### config.mk
export PLATFORM = sky130hd
export DESIGN_NAME = prio_enc_queue
export DESIGN_NICKNAME = d
export VERILOG_FILES = /design/src/rtl/prio_enc_queue.sv
export SDC_FILE = /design/constraint.sdc
export NUM_CORES = 1
export LEC_CHECK = 0
export ABC_CLOCK_PERIOD_IN_PS = 2600
export CAP_MARGIN = 20
export CORE_MARGIN = 10
export CORE_UTILIZATION = 48
export DETAILED_ROUTE_END_ITERATION = 6
export PLACE_DENSITY_LB_ADDON = 0.2
export SYNTH_ARGS = -nofsm -noshare
export SYNTH_HDL_FRONTEND = slang
export SYNTH_SLANG_ARGS = --single-unit
### constraint.sdc
create_clock -name clk -period 2.6 [get_ports clk]
set_input_delay 0.26 -clock clk [delete_from_list [all_inputs] [get_ports clk]]
set_output_delay 0.26 -clock clk [all_outputs]
set_load 0.02 [all_outputs]
### src/rtl/prio_enc_queue.sv
// Registered priority encoder queue: collects request pulses in a pending register
// and issues one encoded grant per accepted cycle, fixed-priority or round-robin.
module prio_enc_queue #(
  parameter int N  = 8,
  parameter int RR = 0,
  localparam int W = $clog2(N)
) (
  input  logic         clk,
  input  logic         rst,
  input  logic [N-1:0] req_in,
  input  logic         out_ready,
  output logic         out_valid,
  output logic [W-1:0] out_idx,
  output logic [N-1:0] out_onehot,
  output logic         any_pend,
  output logic         req_merged
);

  logic [N-1:0] r_pend;
  logic         r_valid;
  logic [W-1:0] r_idx;
  logic [N-1:0] r_onehot;
  logic         r_any;
  logic         r_merged;
  logic [W-1:0] r_ptr;

  logic [N-1:0] w_eff;
  logic         w_load;
  logic         w_found;
  logic [W-1:0] w_k;
  logic [N-1:0] w_kmask;
  logic [N-1:0] w_clr;
  logic [N-1:0] w_pend_nxt;
  logic         w_merge;

  assign w_eff  = r_pend | req_in;
  assign w_load = !r_valid || out_ready;

  // Search (ptr-1), (ptr-2), ... wrapping mod N; ptr stays 0 in fixed mode,
  // which makes the order N-1..0 (highest index wins).
  always_comb begin
    int j;
    j       = 0;
    w_found = 1'b0;
    w_k     = '0;
    for (int i = 0; i < N; i++) begin
      j = int'(r_ptr) - 1 - i;
      if (j < 0) j = j + N;
      if (!w_found && w_eff[j]) begin
        w_found = 1'b1;
        w_k     = W'(j);
      end
    end
  end

  always_comb begin
    w_kmask      = '0;
    w_kmask[w_k] = 1'b1;
    w_clr        = (w_load && w_found) ? w_kmask : '0;
    w_pend_nxt   = w_load ? (w_eff & ~w_clr) : w_eff;
    // A duplicate of the bit granted this same cycle is not a merge
    w_merge      = |(req_in & r_pend & ~w_clr);
  end

  always_ff @(posedge clk or posedge rst) begin
    if (rst) begin
      r_pend   <= '0;
      r_valid  <= 1'b0;
      r_idx    <= '0;
      r_onehot <= '0;
      r_any    <= 1'b0;
      r_merged <= 1'b0;
      r_ptr    <= '0;
    end else begin
      r_pend   <= w_pend_nxt;
      r_any    <= |w_pend_nxt;
      r_merged <= w_merge;
      if (w_load) begin
        r_valid <= w_found;
        if (w_found) begin
          r_idx    <= w_k;
          r_onehot <= w_kmask;
          if (RR != 0) r_ptr <= w_k;
        end
      end
    end
  end

  assign out_valid  = r_valid;
  assign out_idx    = r_idx;
  assign out_onehot = r_onehot;
  assign any_pend   = r_any;
  assign req_merged = r_merged;

endmodule

==> flow_summary.json <==
{
  "status": "complete, no violations",
  "yosysMostFrequentCell": "dfrtp_1",
  "tritoncts": "yes",
  "path_max_fanout": 5,
  "netlist_area_um2": 1065,
  "endpoint_kind": "register",
  "fillCellCount": 161,
  "crit_chain": "or4_4 > nor4_4 > nor4b_4 > or2_1 > nand4_1",
  "cts_setup_buffers": 0,
  "synthTopCellsByArea": "dfrtp_1 52%, nand2_1 4.6%, nor2_1 4.6%",
  "cp.required_ns": 2.79,
  "cts_sinks": 22,
  "max_slew_margin_pct": 41.40,
  "synth_xor_area_share_pct": 0,
  "yosysTopAreaCell": "dfrtp_1",
  "slew_violations": 0,
  "vias": 925,
  "globalplace.congestion": 0.9256,
  "synthAdderAreaFrac_pct": 0,
  "grt_antenna_before_repair": 0,
  "start_util_pct": 52.14,
  "max-cap-violations": 0,
  "drive_above_1_share_pct": 12.31,
  "synth_top_family_by_area": "simple AND/OR/NAND/NOR gates",
  "final_cells": 157,
  "r2r_end": "req_merged$_DFF_PP0_",
  "clk_pin_slew_worst_paths_ns": 0.12,
  "clock_skew_ns": 0.003892,
  "dr.pass1.iters": 4,
  "synthArstFlopShare_pct": 100.0,
  "critPathLaunch": "r_pend[7]$_DFF_PP0_",
  "post_cts_resized": 0,
  "synth_flop_cell": "dfrtp_1",
  "power.leakage_nw": 0.5417,
  "r2r-start": "r_pend[7]$_DFF_PP0_",
  "grtUsageTotal_pct": 12.40,
  "drtAntennaViolNets": 0,
  "portBuffers": 24,
  "antennaDiodeCount": 0,
  "path_buf_inv": 0,
  "synthMuxAreaShare_pct": 0,
  "placedCellCount": 154,
  "path_delay_family": "simple AND/OR/NAND/NOR gates",
  "vdd_ir_drop_max_mv": 0.3063,
  "cts_inserted_buffers": 3,
  "worst_setup_path_start_kind": "register",
  "drt_iter0_drc": 36,
  "io_pins": 25,
  "ys_warn_count": 3,
  "synth_seq_area_share_pct": 51.70,
  "ys_ff_latch": 22,
  "arrival_ns": 2.28,
  "synth.avg_cell_area_um2": 10.44,
  "overflow": 0,
  "placeableCoreArea_um2": 2042,
  "period_needed_ns": 2.096,
  "grt_pass1_wl_mm": 4.353,
  "synth_edf_count": 0,
  "grt_max_degree": 23,
  "finalSetupViolCount": 0,
  "fp.dieH_um": 67.10,
  "critPathSlowestCell": "or4_4",
  "root_buffer": "clkbuf_4",
  "slowest_delay_ns": 0.61,
  "cts_max_path_buffers": 2,
  "synth-simple-area-share_pct": 23.85,
  "grt_setup_unrepaired": "no",
  "yosysTopAreaCellShare_pct": 51.70,
  "syn_inst": 102,
  "critPathKind": "reg -> reg",
  "clk_latency_ns": 0.31,
  "p_per_area_nw_per_um2": 443.1,
  "worstMarginPinSlew_ns": 0.8716,
  "synth.distinct_cells": 36,
  "fin_nets": 143,
  "rows": 16,
  "synth_compound_area_share_pct": 21.74,
  "r2r_cells": 5,
  "hold_buffers": 0,
  "viasPerCell": 5.892,
  "first_global_vias": 930,
  "yosys-top-cells-count": "22 x dfrtp_1, 13 x nand2_1, 13 x nor2_1, 7 x a21oi_1, 4 x o21ai_0",
  "r2r_slack_ns": 0.50,
  "place_hpwl_mm": 2.029,
  "wl_per_cell_um": 17.04,
  "min_path_type": "in -> async",
  "drc_errors": 0,
  "die-area_um2": 4502,
  "max_freq_mhz": 477.1,
  "syn_to_final_growth_pct": 28.67,
  "finalHoldViolCount": 0,
  "wl_mm": 2.676,
  "tns_ns": 0,
  "die_w_um": 67.10,
  "cts_max_level": 1,
  "synthesis.nets": 113,
  "period_share_pct": 80.62
}
==> layer usage <==
| layer | up-vias | part of all wire, % | GRT usage, % | wire [µm] |
|---|---|---|---|---|
| met5 | - | 0 | 0 | 0 |
| met4 | 0 | 2.4 | 6.154 | 65 |
| met3 | 9 | 11 | 4.181 | 305 |
| met2 | 46 | 45 | 19.55 | 1212 |
| met1 | 431 | 41 | 14.74 | 1093 |
| li1 | 439 | - | - | - |
==> where the power goes <==
part           internal (mW)  leakage (nW)  total (mW)  switching (mW)
logic                 0.0413         0.280      0.0932          0.0519
clock network         0.0542        0.0138       0.155           0.100
registers              0.352         0.248       0.359         0.00685
==> kinds of logic (layout without fill, tap and decap cells) <==
family / Yosys count / after routing
compound gates: 32 / 32
buf+inv: 5 / 33
flops: 22 / 22
simple gates: 43 / 43
==> how the worst max path moves through the flow <==
stage / slack, ns / depth (start not counted) / end
2_1_floorplan: 0.71 / 5 / req_merged$_DFF_PP0_
3_3_place_gp: 0.28 / 6 / any_pend$_DFF_PP0_
3_5_place_dp: 0.22 / 6 / req_merged$_DFF_PP0_
4_1_cts: 0.52 / 5 / req_merged$_DFF_PP0_
5_1_grt: 0.44 / 5 / req_merged$_DFF_PP0_
6_report: 0.50 / 5 / req_merged$_DFF_PP0_
==> layout make-up <==
cell class                 count  area, µm²  share of cell area [%]
sequential                    22      550.5                   40.18
tap                           27      33.78                   2.466
clock buffer                   3      22.52                   1.644
inverter                       2      7.507                  0.5479
multi-input combinational     75      485.5                   35.43
timing repair buffer          28      270.3                   19.73
==> cells in the final DEF (no fill, tap or decap), types with 3 or more instances in the layout <==
| cell | instances |
|---|---|
| o21ai_0 | 4 |
| buf_4 | 4 |
| nor2_1 | 13 |
| a21oi_1 | 7 |
| nor4_1 | 3 |
| nand2_1 | 13 |
| o211ai_1 | 3 |
| dfrtp_1 | 22 |
| clkdlybuf4s50_1 | 24 |
| clkbuf_4 | 3 |
| or4_4 | 3 |
==> worst register-to-register path, delay by kind of cell, from the launching register on <==
family        cells  cell delay (ns)
flops             1             0.44
simple gates      5             1.53
==> through the flow <==
stage	area [µm²]	power [mW]	util [%]	hold slack (ns)	worst slack [ns]
after floorplan	1065	0.4118	-	0.2492	0.7069
after global placement	1348	0.4564	65.99	0.4608	0.2812
after detailed placement	1348	0.4590	65.99	0.4691	0.2207
after CTS	1370	0.6103	67.10	0.4401	0.5248
after global routing	1370	0.6317	67.10	0.4679	0.4352
final	1370	0.6070	67.10	0.4121	0.5039
==> registers in the layout, summed over array words and instances, names as in the netlist <==
| name | cells |
|---|---|
| out_onehot | 8 |
| any_pend | 1 |
| out_idx | 3 |
| out_valid | 1 |
| req_merged | 1 |
| r_pend | 8 |
(Power assumes the default switching activity.)
